<file path="src/rtl/hwpe_stream_fifo_drain_pkg.sv">
// Shared types for the FIFO drain block: the reported flags and the drain FSM states.
package hwpe_stream_fifo_drain_pkg;

    // The reported count is fixed at 16 bits regardless of the internal counter width.
    localparam int unsigned FLAGS_CNT_WIDTH = 16;

    typedef struct packed {
        logic                       busy;
        logic                       done;
        logic [FLAGS_CNT_WIDTH-1:0] cnt;
    } flags_drain_t;

    typedef enum logic [1:0] {
        DRAIN_IDLE,
        DRAIN_RUN,
        DRAIN_DONE
    } drain_state_e;

endpackage

</file>
<file path="src/rtl/hwpe_stream_fifo_drain_if.sv">
// HWPE-Stream handshake bundle: valid/ready with paired data and byte strobes.
interface hwpe_stream_fifo_drain_if #(
    parameter int unsigned DATA_WIDTH = 32,
    parameter int unsigned STRB_WIDTH = DATA_WIDTH / 8
);
    logic                  valid;
    logic                  ready;
    logic [DATA_WIDTH-1:0] data;
    logic [STRB_WIDTH-1:0] strb;

    modport source (output valid, output data, output strb, input ready);
    modport sink   (input valid, input data, input strb, output ready);
endinterface

</file>
<file path="src/rtl/hwpe_stream_fifo_drain_skid2.sv">
// Two-entry registered buffer; the head entry drives the output, data is zero while empty.
module hwpe_stream_fifo_drain_skid2 #(
    parameter int unsigned DATA_WIDTH = 32,
    parameter int unsigned STRB_WIDTH = DATA_WIDTH / 8
) (
    input  logic                  clk_i,
    input  logic                  rst_ni,
    input  logic                  clear_i,
    input  logic                  in_valid_i,
    input  logic [DATA_WIDTH-1:0] in_data_i,
    input  logic [STRB_WIDTH-1:0] in_strb_i,
    input  logic                  out_ready_i,
    output logic                  out_valid_o,
    output logic [DATA_WIDTH-1:0] out_data_o,
    output logic [STRB_WIDTH-1:0] out_strb_o,
    output logic [1:0]            occupancy_o
);
    localparam int unsigned BeatWidth = DATA_WIDTH + STRB_WIDTH;

    logic [BeatWidth-1:0] head_q, head_d, tail_q, tail_d, in_beat;
    logic [1:0]           occ_q, occ_d;
    logic                 push, pop;

    assign in_beat = {in_data_i, in_strb_i};
    assign push    = in_valid_i;
    assign pop     = out_ready_i & (occ_q != 2'd0);

    always_comb begin
        head_d = head_q;
        tail_d = tail_q;
        occ_d  = occ_q;
        unique case (occ_q)
            2'd0: begin
                if (push) begin
                    head_d = in_beat;
                    occ_d  = 2'd1;
                end
            end
            2'd1: begin
                if (push && pop) begin
                    head_d = in_beat;
                end else if (push) begin
                    tail_d = in_beat;
                    occ_d  = 2'd2;
                end else if (pop) begin
                    occ_d = 2'd0;
                end
            end
            2'd2: begin
                // Full: the tail slides into the head as the head leaves.
                if (pop) begin
                    head_d = tail_q;
                    if (push) begin
                        tail_d = in_beat;
                    end else begin
                        occ_d = 2'd1;
                    end
                end
            end
            default: occ_d = 2'd0;
        endcase
    end

    always_ff @(posedge clk_i or negedge rst_ni) begin
        if (!rst_ni) begin
            head_q <= '0;
            tail_q <= '0;
            occ_q  <= 2'd0;
        end else if (clear_i) begin
            head_q <= '0;
            tail_q <= '0;
            occ_q  <= 2'd0;
        end else begin
            head_q <= head_d;
            tail_q <= tail_d;
            occ_q  <= occ_d;
        end
    end

    assign out_valid_o              = (occ_q != 2'd0);
    assign {out_data_o, out_strb_o} = out_valid_o ? head_q : '0;
    assign occupancy_o              = occ_q;

endmodule

</file>
<file path="src/rtl/hwpe_stream_fifo_drain.sv">
// Drains a commanded number of beats from a FIFO pop port, forwarding or discarding them,
// and pulses done once the last beat has left the block.
module hwpe_stream_fifo_drain
    import hwpe_stream_fifo_drain_pkg::*;
#(
    parameter int unsigned DATA_WIDTH = 32,
    parameter int unsigned STRB_WIDTH = DATA_WIDTH / 8,
    parameter int unsigned CNT_WIDTH  = 16
) (
    input  logic                        clk_i,
    input  logic                        rst_ni,
    input  logic                        clear_i,
    input  logic                        start_i,
    input  logic [CNT_WIDTH-1:0]        nb_beats_i,
    input  logic                        discard_i,
    output flags_drain_t                flags_o,
    hwpe_stream_fifo_drain_if.sink      pop_i,
    hwpe_stream_fifo_drain_if.source    push_o
);
    drain_state_e         state_q;
    logic [CNT_WIDTH-1:0] remaining_q, cnt_q;
    logic                 discard_q, busy_q, done_q;

    logic                  pop_ready, accept, skid_in_valid, skid_valid;
    logic [1:0]            skid_occ;
    logic [DATA_WIDTH-1:0] skid_data;
    logic [STRB_WIDTH-1:0] skid_strb;

    // Derived from registers only, so downstream ready never reaches the FIFO side.
    assign pop_ready = (state_q == DRAIN_RUN) && (remaining_q != '0) &&
                       (discard_q || (skid_occ != 2'd2));
    assign accept        = pop_i.valid & pop_ready;
    assign skid_in_valid = accept & ~discard_q;
    assign pop_i.ready   = pop_ready;

    hwpe_stream_fifo_drain_skid2 #(
        .DATA_WIDTH (DATA_WIDTH),
        .STRB_WIDTH (STRB_WIDTH)
    ) i_skid (
        .clk_i       (clk_i),
        .rst_ni      (rst_ni),
        .clear_i     (clear_i),
        .in_valid_i  (skid_in_valid),
        .in_data_i   (pop_i.data),
        .in_strb_i   (pop_i.strb),
        .out_ready_i (push_o.ready),
        .out_valid_o (skid_valid),
        .out_data_o  (skid_data),
        .out_strb_o  (skid_strb),
        .occupancy_o (skid_occ)
    );

    assign push_o.valid = skid_valid;
    assign push_o.data  = skid_data;
    assign push_o.strb  = skid_strb;

    always_ff @(posedge clk_i or negedge rst_ni) begin
        if (!rst_ni) begin
            state_q     <= DRAIN_IDLE;
            remaining_q <= '0;
            cnt_q       <= '0;
            discard_q   <= 1'b0;
            busy_q      <= 1'b0;
            done_q      <= 1'b0;
        end else if (clear_i) begin
            state_q     <= DRAIN_IDLE;
            remaining_q <= '0;
            cnt_q       <= '0;
            discard_q   <= 1'b0;
            busy_q      <= 1'b0;
            done_q      <= 1'b0;
        end else begin
            unique case (state_q)
                DRAIN_IDLE: begin
                    done_q <= 1'b0;
                    if (start_i) begin
                        remaining_q <= nb_beats_i;
                        discard_q   <= discard_i;
                        cnt_q       <= '0;
                        if (nb_beats_i == '0) begin
                            state_q <= DRAIN_DONE;
                            done_q  <= 1'b1;
                        end else begin
                            state_q <= DRAIN_RUN;
                            busy_q  <= 1'b1;
                        end
                    end
                end
                DRAIN_RUN: begin
                    if (accept) begin
                        remaining_q <= remaining_q - CNT_WIDTH'(1);
                        cnt_q       <= cnt_q + CNT_WIDTH'(1);
                    end
                    // Forwarded beats must all have left the skid before done.
                    if ((remaining_q == '0) && (skid_occ == 2'd0)) begin
                        state_q <= DRAIN_DONE;
                        busy_q  <= 1'b0;
                        done_q  <= 1'b1;
                    end
                end
                DRAIN_DONE: begin
                    done_q  <= 1'b0;
                    state_q <= DRAIN_IDLE;
                end
                default: state_q <= DRAIN_IDLE;
            endcase
        end
    end

    assign flags_o.busy = busy_q;
    assign flags_o.done = done_q;
    assign flags_o.cnt  = FLAGS_CNT_WIDTH'(cnt_q);

endmodule

</file>
<file path="src/flat_wrapper.sv">
// flat-port wrapper written by rule: the top's interface ports become plain ports
module hwpe_stream_fifo_drain_flat import hwpe_stream_fifo_drain_pkg::*;
#(
    parameter int unsigned DATA_WIDTH = 32,
    parameter int unsigned STRB_WIDTH = DATA_WIDTH / 8,
    parameter int unsigned CNT_WIDTH  = 16
)
  (clk_i, rst_ni, clear_i, start_i, nb_beats_i, discard_i, flags_o, pop_i_valid, pop_i_data, pop_i_strb, pop_i_ready, push_o_valid, push_o_data, push_o_strb, push_o_ready);
  hwpe_stream_fifo_drain_if #(.DATA_WIDTH(DATA_WIDTH), .STRB_WIDTH(STRB_WIDTH)) pop_i_i ();
  hwpe_stream_fifo_drain_if #(.DATA_WIDTH(DATA_WIDTH), .STRB_WIDTH(STRB_WIDTH)) push_o_i ();
  input  logic clk_i;
  input  logic rst_ni;
  input  logic clear_i;
  input  logic start_i;
  input  logic [CNT_WIDTH-1:0] nb_beats_i;
  input  logic discard_i;
  output flags_drain_t flags_o;
  input wire logic [$bits(pop_i_i.valid)-1:0] pop_i_valid;
  input wire logic [$bits(pop_i_i.data)-1:0] pop_i_data;
  input wire logic [$bits(pop_i_i.strb)-1:0] pop_i_strb;
  output wire logic [$bits(pop_i_i.ready)-1:0] pop_i_ready;
  output wire logic [$bits(push_o_i.valid)-1:0] push_o_valid;
  output wire logic [$bits(push_o_i.data)-1:0] push_o_data;
  output wire logic [$bits(push_o_i.strb)-1:0] push_o_strb;
  input wire logic [$bits(push_o_i.ready)-1:0] push_o_ready;
  assign pop_i_i.valid = pop_i_valid;
  assign pop_i_i.data = pop_i_data;
  assign pop_i_i.strb = pop_i_strb;
  assign pop_i_ready = pop_i_i.ready;
  assign push_o_valid = push_o_i.valid;
  assign push_o_data = push_o_i.data;
  assign push_o_strb = push_o_i.strb;
  assign push_o_i.ready = push_o_ready;
  hwpe_stream_fifo_drain #(.DATA_WIDTH(DATA_WIDTH), .STRB_WIDTH(STRB_WIDTH), .CNT_WIDTH(CNT_WIDTH)) u_core (.clk_i(clk_i), .rst_ni(rst_ni), .clear_i(clear_i), .start_i(start_i), .nb_beats_i(nb_beats_i), .discard_i(discard_i), .flags_o(flags_o), .pop_i(pop_i_i), .push_o(push_o_i));
endmodule
</file>
<file path="config.mk">
export PLATFORM = sky130hd
export DESIGN_NAME = hwpe_stream_fifo_drain_flat
export DESIGN_NICKNAME = d
export VERILOG_FILES = /design/src/rtl/hwpe_stream_fifo_drain_pkg.sv /design/src/rtl/hwpe_stream_fifo_drain_if.sv /design/src/rtl/hwpe_stream_fifo_drain_skid2.sv /design/src/rtl/hwpe_stream_fifo_drain.sv /design/src/flat_wrapper.sv
export SDC_FILE = /design/constraint.sdc
export NUM_CORES = 1
export LEC_CHECK = 0
export BUFFER_PORTS_ARGS = -buffer_cell sky130_fd_sc_hd__buf_2
export CAP_MARGIN = 10
export CORE_UTILIZATION = 35
export CTS_CLUSTER_DIAMETER = 80
export DETAILED_ROUTE_END_ITERATION = 12
export GPL_TIMING_DRIVEN = 0
export SETUP_SLACK_MARGIN = 0.4
export SLEW_MARGIN = 20
export SYNTH_ARGS = -nofsm -noshare
export SYNTH_HDL_FRONTEND = slang
export SYNTH_SLANG_ARGS = --single-unit
</file>
<file path="constraint.sdc">
create_clock -name clk_i -period 3.4 [get_ports clk_i]
set_input_delay 1.02 -clock clk_i [delete_from_list [all_inputs] [get_ports clk_i]]
set_output_delay 1.02 -clock clk_i [all_outputs]
set_load 0.02 [all_outputs]
</file>
Yosys cells after proc, flatten, opt, wreduce, memory -nomap -nowiden
Cells that the tools add are included.

Logic and storage cells: 100. Input port bits: 59. Output and inout port bits: 56. Register bits after elaboration: 111.

Equality and inequality tests: 15. Muxes and demuxes: 45. Reductions and logical operators: 25. Add/sub/neg operators: 2. Bitwise gates (word level): 4.

Operators with widths (count): two-way mux 36 bit (9); case mux 36 bit (3 select lines) (1); two-way mux 16 bit (6); case mux 36 bit (2 select lines) (1); case mux 16 bit (2 select lines) (2); logical NOT 16 bit (2); != test 3 bit, second input constant (8); two-way mux 2 bit (11); adder 16 x 1 -> 16 bit, second input constant (1); nonzero test 16 bit (1); subtractor 16 x 1 -> 16 bit, second input constant (1); two-way mux 1 bit (11); AND reduction 4 bit (2); nonzero test 4 bit (2); case mux 2 bit (3 select lines) (1); AND reduction 2 bit (3); AND reduction 3 bit (2); nonzero test 2 bit (3); nonzero test 3 bit (2); AND reduction 5 bit (1); equality test 2 x 1 -> 1 bit, second input constant (2); equality test 2 bit, second input constant (2); logical AND 1 bit (4); logical NOT 2 bit (2); other kinds (9) (11).

Logic depth before layout (Yosys ltp)
Gate-level depths: netlist (run 1).

Depth in word-level cells: 9. Gate-level depth with buffers: 10. Gate-level depth less buffers: 7.

Cells and area by module
From an unflattened synthesis (run 1), not the netlist that was laid out.

Cells, all modules: 598. Area total of the unflattened synthesis: 6232.2 sq um.

By module, submodules not included: hwpe_stream_fifo_drain_skid2 (seq. area each 1851.8 sq um, area an instance 3774.9 sq um, times used 1, cells each 313); hwpe_stream_fifo_drain (seq. area each 925.9 sq um, area an instance 2457.4 sq um, times used 1, cells each 285).

Least setup slack after synthesis (run 1)
No wires, ideal clock.

Path type: register -> output. Start point: register u_core.remaining_q[0]. End point: output pop_i_ready. Required time: 2.380 ns. Cell stages (with the launch flop): 7. Setup slack: 0.500 ns. Data arrival time: 1.880 ns. Path buffers: 1. Cells stage by stage: dfrtp_1 inv_1 ha_1 or4b_1 or4_4 buf_2 o211a_1.

Cells in the longest elaborated chain, start to end: 3.

RTL lines: start, declared (line hwpe_stream_fifo_drain.sv:21) `logic [CNT_WIDTH-1:0] remaining_q, cnt_q;`; start signal, assigned (line hwpe_stream_fifo_drain.sv:77) `remaining_q <= nb_beats_i;`; start signal, assigned (line hwpe_stream_fifo_drain.sv:91) `remaining_q <= remaining_q - CNT_WIDTH'(1);`; nonzero test 16 bit (line hwpe_stream_fifo_drain.sv:30) `assign pop_ready = (state_q == DRAIN_RUN) && (remaining_q != '0) &&`; logical AND 1 bit (2 in series) (line hwpe_stream_fifo_drain.sv:30); end, declared (line flat_wrapper.sv:21) `output wire logic [$bits(pop_i_i.ready)-1:0] pop_i_ready;`.

Every way passes these cells.

Worst setup path in the final report (run 1)
Start point: register u_core.remaining_q[9]. End point: output pop_i_ready.

The elaborated chain is that of the path after synthesis.

==> results_tabular.tex, run 1 <==
\begin{tabular}{lr}
\hline
Metric & Value \\
\hline
\multicolumn{2}{l}{\textbf{Run status}} \\
Run status & finished clean \\
\multicolumn{2}{l}{\textbf{Final layout}} \\
Core utilization of the finished layout & 43.99\% \\
Relative area change from synthesis to final layout & 22.12\% \\
Number of inserted diodes & 0 \\
Fraction of final layout cells sized beyond drive strength 1 & 25.64\% \\
Number of filler cells placed in the layout & 1,673 \\
Number of nets in the finished design & 844 \\
\multicolumn{2}{l}{\textbf{Logic synthesis}} \\
Area fraction of the dominant cell type after synthesis & 46.34\% \\
Leading cell types by total area after synthesis & sky130\_fd\_sc\_hd\_\_dfrtp\_1, sky130\_fd\_sc\_hd\_\_mux2i\_1, sky130\_fd\_sc\_hd\_\_mux2\_2 \\
Count of synthesis-stage warnings from yosys & 0 \\
Synth async-reset ratio & 100.0\% \\
Number of nets in the synthesized netlist & 708 \\
Mapped Area & 5994 um2 \\
Dominant cell type by area after synthesis & sky130\_fd\_sc\_hd\_\_dfrtp\_1 \\
Syn Inst Count & 643 \\
Post-synthesis area per instance & 9.323 um2 \\
Number of flops mapped to enable cells by yosys & 0 \\
Count of distinct cell types in the synthesized netlist & 51 \\
Sequential fraction of the synthesis area & 46.34\% \\
FF+latch count, synth & 111 \\
Prevailing post-synth register cell & sky130\_fd\_sc\_hd\_\_dfrtp\_1 \\
Most frequent cells after synthesis & sky130\_fd\_sc\_hd\_\_dfrtp\_1, sky130\_fd\_sc\_hd\_\_nand2\_1, sky130\_fd\_sc\_hd\_\_a21oi\_1, sky130\_fd\_sc\_hd\_\_nor2\_1 \\
Count leader, synth & sky130\_fd\_sc\_hd\_\_dfrtp\_1 \\
\multicolumn{2}{l}{\textbf{Place}} \\
Post-place setup slack & 40.47 ps \\
Number of buffers inserted by port buffering & 114 \\
Half-perimeter wire length after placement & 11.16 mm \\
GPL Wtd Cong & 0.8280 \\
\multicolumn{2}{l}{\textbf{Pwr}} \\
Combinational cell fraction of total power & 23.3\% \\
Share of power burned in the clock network & 34.3\% \\
Static power due to leakage & 0.003738 uW \\
Reported net switching power & 1089 uW \\
Switching share of power & 30.77\% \\
VDD IR max & 272.1 uV \\
Int Pwr & 2449 uW \\
Share of total power in sequential cells & 42.4\% \\
Post-layout power & 3538 uW \\
Power per cell area & 483.2 nW/um2 \\
\multicolumn{2}{l}{\textbf{Global route}} \\
Global routing usage summed across all routing layers & 19.08\% \\
Global-route wire length before repair & 26.59 mm \\
Vias in the first global route & 5,048 \\
Number of antenna violations at the first check in global routing & 3 \\
Overflow after GRT & 0 \\
Pin count of the biggest net entering global routing & 70 \\
\multicolumn{2}{l}{\textbf{STA}} \\
Relative slew slack & 44.03\% \\
Post-route clock skew & 9.592 ps \\
Share of the clock period used by the worst path & 97.48\% \\
Min Clock Period, post-route & 3314 ps \\
Final number of max-transition violations & 0 \\
Hold slack & 484.9 ps \\
Hold Vio Cnt, Final & 0 \\
Final setup violation count & 0 \\
Setup slack of the critical path after layout & 85.67 ps \\
Slew at the pin with the worst max-slew slack & 832.4 ps \\
Highest clock rate & 0.3017 GHz \\
RSZ-0062 raised after global routing & true \\
\multicolumn{2}{l}{\textbf{Worst setup path}} \\
Type of element capturing the critical path & primary output \\
Worst stage delay on the critical path & 590 ps \\
Depth of the most critical reg-to-reg path & 7 \\
Largest fanout on the critical path & 2 \\
Worst EP arrival & 2290 ps \\
Series of cell instances along the critical path & or4\_4 > or4\_4 > buf\_6 > o211a\_1 > buf\_6 \\
Setup slack of the most critical reg-to-reg path & 540 ps \\
FF-to-FF Start & u\_core.remaining\_q[9]\$\_DFFE\_PN0P\_ \\
Critical Path RT & 2380 ps \\
Kind of cell adding the most delay to the critical path & simple AND/OR/NAND/NOR gates \\
Type of origin of the critical path & flip-flop \\
End of the worst register-to-register path & u\_core.remaining\_q[11]\$\_DFFE\_PN0P\_ \\
Slowest stage cell on the critical path & sky130\_fd\_sc\_hd\_\_or4\_4 \\
Number of buffers and inverters on the critical path & 2 \\
Setup CP Type & reg -> out \\
\multicolumn{2}{l}{\textbf{Route}} \\
Detailed-routing iteration count for the pre-antenna-repair pass & 5 \\
Post-detailed-route count of antenna-violating nets & 0 \\
Vias per std cell & 5.120 \\
Iter 0 DRT Violations & 305 \\
Average detailed-routed wire length per instance & 16.02 um \\
Detailed-route via count & 5,140 \\
Aggregate routed wire length & 16.09 mm \\
Residual DRC & 0 \\
\multicolumn{2}{l}{\textbf{Min path}} \\
Worst min path class & reg -> reg \\
Hold Path Stages & 1 \\
Hold wc startpoint & u\_core.i\_skid.head\_q[9]\$\_DFFE\_PN0P\_ \\
End point of the most critical hold path & u\_core.i\_skid.head\_q[9]\$\_DFFE\_PN0P\_ \\
\multicolumn{2}{l}{\textbf{Clock network}} \\
Clock buffer count from CTS & 9 \\
Max clock buf depth & 2 \\
CTS root buffer & sky130\_fd\_sc\_hd\_\_clkbuf\_16 \\
Count of H-tree levels built during CTS & 3 \\
CTS tree & built \\
Clock latency on the worst-skew pair & 370 ps \\
Clk sinks & 111 \\
Clock input transition at the sequential cells of the worst setup and hold paths & 80 ps \\
\multicolumn{2}{l}{\textbf{Floorplan}} \\
Core region area & 16,640 um2 \\
Die extent in y & 132.9 um \\
Initial standard-cell utilization of the core & 36.02\% \\
Die area & 17,650 um2 \\
I/O pins & 115 \\
Die width & 132.9 um \\
Total number of placement rows & 47 \\
\multicolumn{2}{l}{\textbf{Job}} \\
Max-capacitance violation count & 0 \\
\hline
\end{tabular}
## sequential cells by signal (all words and copies together), names as in the netlist
signal	flops
u_core.i_skid.head_q	36
u_core.i_skid.tail_q	36
u_core.cnt_q	16
u_core.remaining_q	16
u_core.i_skid.occupancy_o	2
u_core.state_q	2
u_core.busy_q	1
u_core.discard_q	1
u_core.done_q	1
## what timing repair did
| action | 4_1_cts | 5_1_grt |
|---|---|---|
| resized for setup | 7 | 6 |
| pin swaps | 3 | 0 |
| hold endpoints to repair | 0 | 0 |
| setup endpoints to repair | 28 | 43 |
| hold buffers | 0 | 0 |
| gates cloned | 0 | 0 |
| buffers inserted | 10 | 0 |
## how the worst max path moves through the flow
stage                                           start                             endpoint  slack, ps  cells past startpoint
CTS                 u_core.remaining_q[9]$_DFFE_PN0P_                          pop_i_ready         90                      5
detailed placement                            clear_i    u_core.remaining_q[0]$_DFFE_PN0P_         40                      8
global placement                               rst_ni  u_core.i_skid.head_q[7]$_DFFE_PN0P_       -200                      1
global route        u_core.remaining_q[0]$_DFFE_PN0P_                          pop_i_ready         10                      7
finish              u_core.remaining_q[9]$_DFFE_PN0P_                          pop_i_ready         90                      5
floorplan           u_core.remaining_q[0]$_DFFE_PN0P_                          pop_i_ready        500                      6
## placed cells by master, fill, tap and decap left out, types with 3 or more instances in the layout
master | Yosys | final
sky130_fd_sc_hd__or4_1 | 10 | 10
sky130_fd_sc_hd__nand3_1 | 10 | 10
sky130_fd_sc_hd__clkbuf_2 | 0 | 3
sky130_fd_sc_hd__buf_1 | 4 | 4
sky130_fd_sc_hd__o21a_1 | 3 | 3
sky130_fd_sc_hd__nor4_1 | 8 | 8
sky130_fd_sc_hd__nand4_1 | 9 | 9
sky130_fd_sc_hd__a21oi_1 | 58 | 58
sky130_fd_sc_hd__o31ai_1 | 10 | 10
sky130_fd_sc_hd__clkbuf_16 | 0 | 9
sky130_fd_sc_hd__dfrtp_1 | 111 | 111
sky130_fd_sc_hd__mux2i_1 | 40 | 40
sky130_fd_sc_hd__ha_1 | 6 | 6
sky130_fd_sc_hd__nor2_1 | 56 | 56
sky130_fd_sc_hd__or3_1 | 3 | 3
sky130_fd_sc_hd__mux2_2 | 35 | 35
sky130_fd_sc_hd__inv_1 | 15 | 15
sky130_fd_sc_hd__nor2b_1 | 10 | 10
sky130_fd_sc_hd__nand2_1 | 92 | 92
sky130_fd_sc_hd__buf_6 | 3 | 6
sky130_fd_sc_hd__or2_2 | 4 | 4
sky130_fd_sc_hd__o21ai_0 | 34 | 34
sky130_fd_sc_hd__and2_1 | 40 | 40
sky130_fd_sc_hd__a31oi_1 | 8 | 8
sky130_fd_sc_hd__xor2_1 | 3 | 3
sky130_fd_sc_hd__clkbuf_1 | 29 | 24
sky130_fd_sc_hd__nor3_1 | 4 | 4
sky130_fd_sc_hd__buf_2 | 1 | 114
sky130_fd_sc_hd__buf_4 | 6 | 15
## per-stage QoR
step	instance area (um2)	TNS, ps	std cells
after detailed placement	6874	0	978
after global routing	7321	0	1004
after global placement	6840	-21080	977
final	7321	0	1004
after CTS	7318	0	1004
after floorplan	5995	0	643
## cell type report
cell class	count	area, um2	share of cell area, %
clock inverter	6	101.3	1.384
tap	220	275.3	3.760
multi-input combinational	474	2953	40.33
buffer	43	220.2	3.008
clock buffer	10	239.0	3.264
inverter	15	56.30	0.7691
timing repair buffer	125	698.2	9.537
sequential	111	2778	37.94
## logic make-up after synthesis
logic type,synth area share [%]
adders and majority gates,1.252
and+or+nand+nor,21.12
buffers and inverters,4.404
xor gates and xnor gates,0.7307
DFF,46.34
muxes,13.63
AOI/OAI and AO/OA,12.52
## routing by layer
metal	track usage (%)	wire length (um)	vias up
li1	-	-	2505
met1	25.83	7574	2494
met2	30.22	7470	114
met3	5.402	839	21
met4	4.087	166	6
met5	0	37	-
## worst register-to-register path, cell delays in order, from the launching register on
cell	delay [ps]
sky130_fd_sc_hd__dfrtp_1	390
sky130_fd_sc_hd__or4_4	550
sky130_fd_sc_hd__or4_4	590
sky130_fd_sc_hd__buf_4	180
sky130_fd_sc_hd__a31oi_1	310
sky130_fd_sc_hd__clkbuf_1	440
sky130_fd_sc_hd__o21ai_0	170
sky130_fd_sc_hd__o311ai_0	120
## power by group through the flow
stage	sequential (uW)	combinational (uW)	clock, uW
floorplan	1510	524	0
global placement	1530	754	0
detailed placement	1530	764	0
CTS	1500	829	1250
global route	1520	923	1310
finish	1500	825	1210
(Power assumes the default switching activity.)
==> run 2, diff against run 1 <==
Settings changed: CORE_UTILIZATION 35 to 40.
==> run 2 against run 1 <==
Wire length fell by 3.9%. Critical path depth grew 2. Clock-buffer cell count up 1. Hold slack got worse by 0.77 ps. Clock skew down 2.1 ps. Design area shrank 1.7%. Global-route usage is 1.8 points higher. Via count rose by 1.7%. Critical endpoint unchanged. Cell count is 3.7% lower. Non-clock buffer count down 1. Register-to-register slack worse by 30 ps. Combinational power is 2% lower.
==> results_tabular.tex, run 2 (synthesized netlist as in run 1, its figures left out) <==
\begin{tabular}{lr}
\hline
Metric & Value \\
\hline
\multicolumn{2}{l}{\textbf{STA}} \\
Setup slack of the critical path after layout & 99.86 ps \\
Final setup violation count & 0 \\
Highest clock rate & 0.3030 GHz \\
Setup TNS & 0 ps \\
Slew at the pin with the worst max-slew slack & 615.1 ps \\
Relative slew slack & 58.84\% \\
Hold Vio Cnt, Final & 0 \\
Final number of max-transition violations & 0 \\
Min Clock Period, post-route & 3300 ps \\
RSZ-0062 raised after global routing & true \\
Share of the clock period used by the worst path & 97.06\% \\
Post-route clock skew & 7.513 ps \\
\multicolumn{2}{l}{\textbf{Pwr}} \\
VDD IR max & 274.7 uV \\
Post-layout power & 3334 uW \\
Static power due to leakage & 0.003700 uW \\
Power per cell area & 463.1 nW/um2 \\
\multicolumn{2}{l}{\textbf{Floorplan}} \\
Die area & 15,480 um2 \\
Initial standard-cell utilization of the core & 41.09\% \\
Total number of placement rows & 44 \\
Die extent in y & 124.4 um \\
Die width & 124.4 um \\
Core region area & 14,590 um2 \\
I/O pins & 115 \\
\multicolumn{2}{l}{\textbf{Clock network}} \\
Clock input transition at the sequential cells of the worst setup and hold paths & 70 ps \\
Max clock buf depth & 2 \\
Count of H-tree levels built during CTS & 3 \\
Clk sinks & 111 \\
Hold buffers post-CTS & 0 \\
Clock buffer count from CTS & 9 \\
CTS tree & built \\
Clock latency on the worst-skew pair & 360 ps \\
CTS root buffer & sky130\_fd\_sc\_hd\_\_clkbuf\_16 \\
\multicolumn{2}{l}{\textbf{Final layout}} \\
Fraction of final layout cells sized beyond drive strength 1 & 26.05\% \\
Post-route insts no fill & 967 \\
Commonest cells after routing, fill and taps aside & sky130\_fd\_sc\_hd\_\_buf\_2, sky130\_fd\_sc\_hd\_\_dfrtp\_1, sky130\_fd\_sc\_hd\_\_nand2\_1 \\
Number of inserted diodes & 0 \\
Leading cell type in the layout, fill and taps excluded & sky130\_fd\_sc\_hd\_\_buf\_2 \\
Relative area change from synthesis to final layout & 20.10\% \\
Number of filler cells placed in the layout & 1,405 \\
Number of nets in the finished design & 843 \\
Registers with the highest flip-flop counts & u\_core.i\_skid.head\_q: 36 flops, u\_core.i\_skid.tail\_q: 36 flops \\
Core utilization of the finished layout & 49.35\% \\
\multicolumn{2}{l}{\textbf{Route}} \\
Residual DRC & 0 \\
Iter 0 DRT Violations & 329 \\
Average detailed-routed wire length per instance & 15.99 um \\
Detailed-routing iteration count for the pre-antenna-repair pass & 5 \\
Detailed-route via count & 5,225 \\
Vias per std cell & 5.403 \\
Post-detailed-route count of antenna-violating nets & 0 \\
Aggregate routed wire length & 15.47 mm \\
\multicolumn{2}{l}{\textbf{Global route}} \\
Vias in the first global route & 5,289 \\
Global-route wire length before repair & 26.03 mm \\
Number of antenna violations at the first check in global routing & 0 \\
Global routing usage summed across all routing layers & 20.85\% \\
Overflow after GRT & 0 \\
Pin count of the biggest net entering global routing & 74 \\
\multicolumn{2}{l}{\textbf{Place}} \\
Cell total after placement & 942 \\
GPL Wtd Cong & 0.8656 \\
Number of buffers inserted by port buffering & 114 \\
Post-place setup slack & -26.38 ps \\
Half-perimeter wire length after placement & 11.04 mm \\
\multicolumn{2}{l}{\textbf{Min path}} \\
Worst min path class & reg -> reg \\
\multicolumn{2}{l}{\textbf{Worst setup path}} \\
Series of cell instances along the critical path & inv\_2 > ha\_1 > or4b\_1 > or4\_4 > buf\_6 > o211a\_1 > buf\_6 \\
Type of element capturing the critical path & primary output \\
CP most frequent cell & sky130\_fd\_sc\_hd\_\_buf\_6 \\
FF-to-FF Start & u\_core.remaining\_q[0]\$\_DFFE\_PN0P\_ \\
Start point of the critical path & u\_core.remaining\_q[0]\$\_DFFE\_PN0P\_ \\
Setup CP Type & reg -> out \\
Worst setup path endpoint & pop\_i\_ready \\
Setup slack of the most critical reg-to-reg path & 510 ps \\
Critical Path RT & 2380 ps \\
Depth of the most critical reg-to-reg path & 9 \\
End of the worst register-to-register path & u\_core.remaining\_q[11]\$\_DFFE\_PN0P\_ \\
Type of origin of the critical path & flip-flop \\
Worst EP arrival & 2280 ps \\
Largest fanout on the critical path & 2 \\
Slowest stage cell on the critical path & sky130\_fd\_sc\_hd\_\_or4\_4 \\
Worst stage delay on the critical path & 510 ps \\
\multicolumn{2}{l}{\textbf{Run status}} \\
Run status & finished clean \\
\multicolumn{2}{l}{\textbf{Job}} \\
Max-capacitance violation count & 0 \\
\hline
\end{tabular}
-- run 2: changes by cell type in the layout (fill, tap and decap cells not counted), moves of 2 or more --
cell	previous run	this run
sky130_fd_sc_hd__inv_2	0	2
sky130_fd_sc_hd__bufinv_16	2	0
sky130_fd_sc_hd__inv_6	1	3
sky130_fd_sc_hd__inv_1	15	13
sky130_fd_sc_hd__clkbuf_2	3	6
-- run 2: how the worst min path moves through the flow --
stage	cells after the start	slack, ps	start	end
CTS	1	490	u_core.i_skid.head_q[3]$_DFFE_PN0P_	u_core.i_skid.head_q[3]$_DFFE_PN0P_
global placement	1	470	u_core.i_skid.head_q[9]$_DFFE_PN0P_	u_core.i_skid.head_q[9]$_DFFE_PN0P_
global route	1	500	u_core.i_skid.head_q[3]$_DFFE_PN0P_	u_core.i_skid.head_q[3]$_DFFE_PN0P_
finish	1	480	u_core.i_skid.head_q[3]$_DFFE_PN0P_	u_core.i_skid.head_q[3]$_DFFE_PN0P_
detailed placement	1	470	u_core.i_skid.head_q[3]$_DFFE_PN0P_	u_core.i_skid.head_q[3]$_DFFE_PN0P_
floorplan	1	460	u_core.i_skid.head_q[3]$_DFFE_PN0P_	u_core.i_skid.head_q[3]$_DFFE_PN0P_
-- run 2: through the flow --
step	cell area (um2)	hold slack, ps
final	7199	484.1
after global routing	7199	504.0
after CTS	7159	490.1
after detailed placement	6829	473.6
after global placement	6795	468.7
after floorplan	5995	455.6
-- run 2: critical path: cells and delay by family, from the launching register on --
| kind | cells | cell delay, ps |
|---|---|---|
| flops | 1 | 390 |
| buf+inv | 3 | 330 |
| simple gates | 2 | 940 |
| fa+ha+maj | 1 | 130 |
| compound gates | 1 | 120 |
-- run 2: report_power, final --
part	total (uW)	switching (uW)	leakage, uW	internal, uW
combinational	808	472	0.00207	335
sequential	1510	80.6	0.00150	1430
clock	1020	514	0.000135	507
-- run 2: final cells by class --
type	count	area, um2	area share (%)
clock buffers	11	232.7	3.233
well taps	184	230.2	3.198
multi-input cells	474	2962	41.14
inverters	15	56.30	0.7821
plain buffers	43	222.7	3.094
clock inverters	5	40.04	0.5561
repair buffers	124	678.2	9.420
flip-flops and latches	111	2778	38.58
-- run 2: what timing repair did --
| item | CTS | global route |
|---|---|---|
| pin swaps | 1 | 1 |
| gates resized for setup | 10 | 10 |
| setup endpoints to repair | 25 | 62 |
| setup buffers | 5 | 4 |
-- run 2: metal layers --
layer / vias up / track usage (%) / part of all wire [%]
met5: - / 0 / 0
li1: 2500 / - / -
met3: 17 / 5.069 / 5.9
met2: 165 / 34.42 / 48
met1: 2543 / 26.69 / 45
met4: 0 / 6.875 / 1.4
